### config.mk
export PLATFORM = sky130hd
export DESIGN_NAME = kernel_sysid_regfile
export DESIGN_NICKNAME = d
export VERILOG_FILES = /design/src/rtl/kernel_sysid_pkg.sv /design/src/rtl/kernel_sysid_rdpipe.sv /design/src/rtl/kernel_sysid_regfile.sv
export SDC_FILE = /design/constraint.sdc
export NUM_CORES = 1
export LEC_CHECK = 0
export ABC_AREA = 1
export CAP_MARGIN = 20
export CORE_ASPECT_RATIO = 0.5
export CORE_MARGIN = 3
export CORE_UTILIZATION = 57
export DETAILED_ROUTE_END_ITERATION = 16
export PLACE_DENSITY = 0.83
export SYNTH_ARGS = -nofsm -noshare
export SYNTH_HDL_FRONTEND = slang
export SYNTH_SLANG_ARGS = --single-unit
### constraint.sdc
create_clock -name clock -period 2.15 [get_ports clock]
set_input_delay 0.43 -clock clock [delete_from_list [all_inputs] [get_ports clock]]
set_output_delay 0.43 -clock clock [all_outputs]
set_load 0.005 [all_outputs]
### src/rtl/kernel_sysid_pkg.sv
// Shared constants and types for the system-ID register block.
// Address map, read-pipeline stage bundle and latency limits.
package kernel_sysid_pkg;

  localparam int unsigned ADDR_SYSID     = 0;
  localparam int unsigned ADDR_TIMESTAMP = 1;
  localparam int unsigned ADDR_VERSION   = 2;
  localparam int unsigned ADDR_CAPS      = 3;
  localparam int unsigned ADDR_UPTIME_LO = 4;
  localparam int unsigned ADDR_UPTIME_HI = 5;
  localparam int unsigned ADDR_SCRATCH   = 6;

  localparam int RD_LAT_MIN = 1;
  localparam int RD_LAT_MAX = 4;

  typedef struct packed {
    logic        valid;
    logic [31:0] data;
  } rd_stage_t;

  // Extra delay stages after the first registered stage.
  // Out-of-range latencies are clamped into the legal range.
  function automatic int rd_pipe_depth(input int lat);
    int l;
    l = lat;
    if (l < RD_LAT_MIN) l = RD_LAT_MIN;
    if (l > RD_LAT_MAX) l = RD_LAT_MAX;
    return l - 1;
  endfunction

endpackage

### src/rtl/kernel_sysid_rdpipe.sv
// Valid+data delay line for the read return path.
// Depth 0 is a pass-through; reset flushes every stage.
module kernel_sysid_rdpipe
  import kernel_sysid_pkg::*;
#(
  parameter int DEPTH = 0
) (
  input  logic      clock,
  input  logic      reset_n,
  input  rd_stage_t in_i,
  output rd_stage_t out_o
);

  if (DEPTH == 0) begin : g_pass
    logic unused_clk;
    assign unused_clk = clock ^ reset_n;
    assign out_o      = in_i;
  end else begin : g_pipe
    rd_stage_t pipe_q [DEPTH];

    // Shift stages toward the output; reset drops in-flight reads.
    always_ff @(posedge clock) begin
      if (!reset_n) begin
        for (int i = 0; i < DEPTH; i++) begin
          pipe_q[i] <= '0;
        end
      end else begin
        pipe_q[0] <= in_i;
        for (int i = 1; i < DEPTH; i++) begin
          pipe_q[i] <= pipe_q[i-1];
        end
      end
    end

    assign out_o = pipe_q[DEPTH-1];
  end

endmodule

### src/rtl/kernel_sysid_regfile.sv
// System-ID register block on an Avalon-MM slave port.
// Build constants, 64-bit uptime with hi-word snapshot, scratch.
module kernel_sysid_regfile
  import kernel_sysid_pkg::*;
#(
  parameter logic [31:0] SYSID_VALUE  = 32'h0000_CAFE,
  parameter logic [31:0] TIMESTAMP    = 32'h0000_0000,
  parameter logic [31:0] VERSION      = 32'h0001_0000,
  parameter logic [31:0] CAPS         = 32'h0000_0000,
  parameter logic [31:0] SCRATCH_RST  = 32'h0000_0000,
  parameter int          ADDR_W       = 3,
  parameter int          READ_LATENCY = 1
) (
  input  logic              clock,
  input  logic              reset_n,
  input  logic [ADDR_W-1:0] address,
  input  logic              read,
  input  logic              write,
  input  logic [31:0]       writedata,
  input  logic [3:0]        byteenable,
  output logic [31:0]       readdata,
  output logic              readdatavalid
);

  localparam int DEPTH = rd_pipe_depth(READ_LATENCY);

  localparam logic [ADDR_W-1:0] A_ID  = ADDR_W'(ADDR_SYSID);
  localparam logic [ADDR_W-1:0] A_TS  = ADDR_W'(ADDR_TIMESTAMP);
  localparam logic [ADDR_W-1:0] A_VER = ADDR_W'(ADDR_VERSION);
  localparam logic [ADDR_W-1:0] A_CAP = ADDR_W'(ADDR_CAPS);
  localparam logic [ADDR_W-1:0] A_ULO = ADDR_W'(ADDR_UPTIME_LO);
  localparam logic [ADDR_W-1:0] A_UHI = ADDR_W'(ADDR_UPTIME_HI);
  localparam logic [ADDR_W-1:0] A_SCR = ADDR_W'(ADDR_SCRATCH);

  logic [63:0] uptime_q, uptime_d;
  logic [31:0] snap_q, snap_d;
  logic [31:0] scratch_q, scratch_d;
  logic [31:0] rd_mux;
  rd_stage_t   st1_q, st1_d;
  rd_stage_t   pipe_out;

  logic hit_id, hit_ts, hit_ver, hit_cap;
  logic hit_ulo, hit_uhi, hit_scr;
  logic up_clr;

  assign hit_id  = (address == A_ID);
  assign hit_ts  = (address == A_TS);
  assign hit_ver = (address == A_VER);
  assign hit_cap = (address == A_CAP);
  assign hit_ulo = (address == A_ULO);
  assign hit_uhi = (address == A_UHI);
  assign hit_scr = (address == A_SCR);

  assign up_clr = write && hit_ulo && (byteenable != 4'b0000);

  // Read mux over current state (read-before-write).
  always_comb begin
    rd_mux = '0;
    unique case (1'b1)
      hit_id:  rd_mux = SYSID_VALUE;
      hit_ts:  rd_mux = TIMESTAMP;
      hit_ver: rd_mux = VERSION;
      hit_cap: rd_mux = CAPS;
      hit_ulo: rd_mux = uptime_q[31:0];
      hit_uhi: rd_mux = snap_q;
      hit_scr: rd_mux = scratch_q;
      default: rd_mux = '0;
    endcase
  end

  // Next-state for uptime, snapshot, scratch and first read stage.
  always_comb begin
    uptime_d  = up_clr ? 64'd0 : uptime_q + 64'd1;
    snap_d    = snap_q;
    scratch_d = scratch_q;
    st1_d     = '0;
    if (read && hit_ulo) begin
      snap_d = uptime_q[63:32];
    end
    if (write && hit_scr) begin
      for (int i = 0; i < 4; i++) begin
        if (byteenable[i]) begin
          scratch_d[8*i +: 8] = writedata[8*i +: 8];
        end
      end
    end
    if (read) begin
      st1_d.valid = 1'b1;
      st1_d.data  = rd_mux;
    end
  end

  // State registers with synchronous active-low reset.
  always_ff @(posedge clock) begin
    if (!reset_n) begin
      uptime_q  <= '0;
      snap_q    <= '0;
      scratch_q <= SCRATCH_RST;
      st1_q     <= '0;
    end else begin
      uptime_q  <= uptime_d;
      snap_q    <= snap_d;
      scratch_q <= scratch_d;
      st1_q     <= st1_d;
    end
  end

  kernel_sysid_rdpipe #(
    .DEPTH (DEPTH)
  ) u_rdpipe (
    .clock   (clock),
    .reset_n (reset_n),
    .in_i    (st1_q),
    .out_o   (pipe_out)
  );

  assign readdatavalid = pipe_out.valid;
  assign readdata      = pipe_out.valid ? pipe_out.data : 32'h0;

endmodule

# Word level (Yosys, flattened, before mapping)
# Cells that the tools add are included.
# Widths: inputs -> output; s select.
# totals
elab_cells	29
out_inout_bits	33
ff_bits	161
# op_classes
reduce_logical	12
mux	3
bitwise_logic	1
addsub	1
n_eq_ne	4
# op_table
op	n
$pmux 32 s5	1
$add 64x1->64 const B	1
$mux 33	1
$mux 32	1
$reduce_and 2->1	5
$eq 3x3->1 const B	3
$logic_and 1x1->1	4
$reduce_bool 4->1	1
$eq 3x2->1 const B	1
$logic_not 3->1	1
$reduce_or 2->1	1
$not 1->1	1

# Depth between registers and ports, before layout
# depth
depth_word	4
mapped_depth	11

# By module
# Synthesis repeated with hierarchy kept, for this count alone.
# hier_totals
cells_unflattened	1201
area_unflattened_um2	8034.0
# by_module_without_submodules
mod	area_per_inst_um2	cells_per_inst	n_inst
kernel_sysid_regfile	7786.2	1168	1
kernel_sysid_rdpipe	247.7	33	1

# Least setup slack after synthesis
# OpenSTA, ideal clock, no wires.
# synth_timing
path_type	register to register
from	register uptime_q[1]
to	register uptime_q[56]
setup_slack_ns	0.652
period_less_slack_ns	1.498
arrival_time_ns	1.385
path_buffers	0
setup_time_ns	0.113
path_stages_with_launch	11
cell_sequence	dfxtp_1 -> ha_1 -> nand2_2 -> nor2_2 -> nand2_4 -> nor2_8 -> nand2_2 -> nor2_2 -> nand2_1 -> nand2_1 -> nor2_1
# synth_via
elab_chain_cells	1
# synth_rtl
element	line	rtl
start, declared	kernel_sysid_regfile.sv:35	logic [63:0] uptime_q, uptime_d;
start signal, assigned	kernel_sysid_regfile.sv:101	uptime_q <= uptime_d;
$add 64x1->64	kernel_sysid_regfile.sv:73	uptime_d = up_clr ? 64'd0 : uptime_q + 64'd1;
# Every way passes these cells.
# A chain may end at the register's enable or synchronous reset.

# Worst setup path in the final report
# layout_timing
from	register st1_q[32] in the netlist's numbering
to	output port readdata[29]
# layout_via
elab_chain_cells	1
# layout_rtl
element	line	rtl
start, declared	kernel_sysid_regfile.sv:39	rd_stage_t st1_q, st1_d;
start signal, assigned	kernel_sysid_regfile.sv:104	st1_q <= st1_d;
$mux 32	kernel_sysid_regfile.sv:118	assign readdata = pipe_out.valid ? pipe_out.data : 32'h0;
end, declared	kernel_sysid_regfile.sv:21	output logic [31:0] readdata,
# Every way passes these cells.

==> run metrics <==
Die X 171 um; drt drc 0; CP cell instances buf_12 > nand2_1 > inv_1 > clkdlybuf4s50_1; Ports 76; Setup Viol. Count Final 0; NetSw 1610 uW; Synthesized Nets 1,198; most common cell in the synthesized netlist nand2_1; Async S/R FF share, synth 0%; flop and latch count out of synthesis 161; worst setup path class flop to output pin; TritonCTS Sinks 161; antenna violations before repair 0; slowest CP cell clkdlybuf4s50_1; sequential area share after synthesis 41.6%; drt total wl 24.3 mm; Worst Path Buf+Inv 3; core area 0.0130 mm2; Worst Path Max Fanout 17; Avg Cell Area, Syn 6.71 um2; Clock Path Buffers 2; Leak 0.00365 uW; worst-margin pin slew 1110 ps; Tot Pwr 6410 uW; P&R area growth vs syn 21.1%; Synth cell types 36; critical path required time 1720 ps; Worst EP arrival 1680 ps; Max Cap Viol 0; Synth top cells by count 297 x nand2_1, 181 x nor2_1, 161 x dfxtp_1; hold_buf cts 0; Startpoint Class flop; total track usage 32.4%; wire length per cell 17.2 um; slew margin rel. 25.5%; f_max 0.474 GHz; fin. max-slew vios 0; fill count 1,035; Detail Placement HPWL 18.3 mm; Tcrit/Tclk final 98.1%; Reg power frac 47.2%; Area contributors post-synth dfxtp_1 42%, nand2_1 14%, nor2_1 8.8%; Cells after Synth 1,154; share of cells above drive strength 1 9.21%; CTS H-tree lvls 4; CTS tree yes; cell taking the most area after synthesis dfxtp_1; Final Net Count 1,280; Hold WC Path Type flop to flop; vias in the first global route 7,258; DR vias 7,866; largest net degree at the start of global routing 40; Buffers on Ports 75; root buf cell clkbuf_16; internal power 4810 uW; Final Hold Viols 0; Post-Syn Area 0.00775 mm2; Via density 5.55; CTS clk-pin slew, worst paths 70 ps; Rows 29; n_diodes 0; Die Footprint 0.0151 mm2; Inserted Clock Buffers 17; Post-synth EDFFs 0; Crit. End Element output pin; Fin Hold WS 458 ps; routability cong. 0.943; Clock Skews 15.8 ps; Cell Pwr Density 683 mW/mm2; first-pass GRT wire length 37.8 mm; Initial DRC Count 910; peak supply drop 466 uV; result of the run complete, no violations; final core utilization 72.5%; sw frac 25.0%; Post-CTS Setup Bufs 0; top cell type's share of synthesized area 41.6%; Top Family by Delay on Critical Path buffers and inverters; Clock Power Share 47.2%; DR pass1 iterations 6; post-route ant nets 0; Logic pwr share 5.6%; top_reg_cell synth dfxtp_1; Starting Density 59.8%; GR Overflow Total 0; Tmin final 2110 ps; highest cell delay on the worst timing path 530 ps; Die Span Y 88.4 um; Worst-Skew Late Latency 430 ps; Syn. warnings 0
==> routing by layer <==
layer	vias to the layer above	GRT usage (%)	wire, um
met3	47	8.79	2720
met2	415	49.7	10200
li1	3826	-	-
met4	0	8.61	467
met1	3578	45.7	11000
met5	-	0	0
==> logic make-up after synthesis <==
logic type | Yosys count | share of synthesized area (%)
AO/OA/AOI/OAI | 188 | 13.8
buffers and inverters | 197 | 10.2
flip-flops | 161 | 41.6
adder cells (fa/ha/maj) | 1 | 0.161
AND/OR/NAND/NOR | 598 | 33.3
XOR/XNOR | 9 | 1.02
==> worst paths after layout <==
path              depth (start not counted)                        from                    endpoint  slack [ps]
setup / recovery                          4        st1_q[32]$_SDFF_PN0_                readdata[29]          40
hold / removal                            2  scratch_q[26]$_SDFFE_PN0P_  scratch_q[26]$_SDFFE_PN0P_         460
setup reg to reg                         10      uptime_q[1]$_SDFF_PP0_     uptime_q[54]$_SDFF_PP0_         230
hold reg to reg                           2  scratch_q[26]$_SDFFE_PN0P_  scratch_q[26]$_SDFFE_PN0P_         460
==> cell type report <==
class | instances | area [um2] | area share [%]
clock inverters | 13 | 150 | 1.60
repair buffers | 102 | 1030 | 11.0
clock buffers | 18 | 429 | 4.57
flip-flops and latches | 161 | 3220 | 34.4
multi-input cells | 796 | 3740 | 39.8
well taps | 170 | 213 | 2.27
inverters | 158 | 597 | 6.36
==> power by group through the flow <==
stage               Combinational (uW)  Sequential [uW]  Clock (uW)
floorplan                          171             3090           0
global placement                   327             3090           0
detailed placement                 337             3090           0
CTS                                343             3030        3020
global route                       387             3030        3150
finish                             357             3030        3030
==> metrics by stage <==
step | instance area [um2] | std cells | setup slack (ps) | TNS (ps)
2_1_floorplan | 7750 | 1154 | 652 | 0
3_3_place_gp | 8770 | 1386 | 88.4 | 0
3_5_place_dp | 8770 | 1386 | 11.2 | 0
4_1_cts | 9350 | 1417 | 14.8 | 0
5_1_grt | 9390 | 1418 | -7.74 | -7.74
6_report | 9390 | 1418 | 40.1 | 0
==> placed cells by master, fill, tap and decap left out, drive strengths merged, types with 19 or more instances in the layout <==
cell           count
nand2            320
nor2             203
inv              163
dfxtp            161
a21oi             86
clkdlybuf4s50     75
nand3             53
o21ai             53
buf               26
clkbuf            19
==> sequential cells by signal (all words and copies together), names as in the netlist <==
register and flops:
st1_q 33, scratch_q 32, uptime_q 64, snap_q 32
==> worst min-delay path, stage by stage, from the launching register on <==
cell	delay (ps)
dfxtp_1	300
inv_1	60
a21oi_1	60
==> repair_timing <==
action	CTS	global route
endpoints found under the setup margin	17	13
gates resized for setup	2	2
cloned	0	1
No activity file was read; power rests on OpenSTA's default activity.
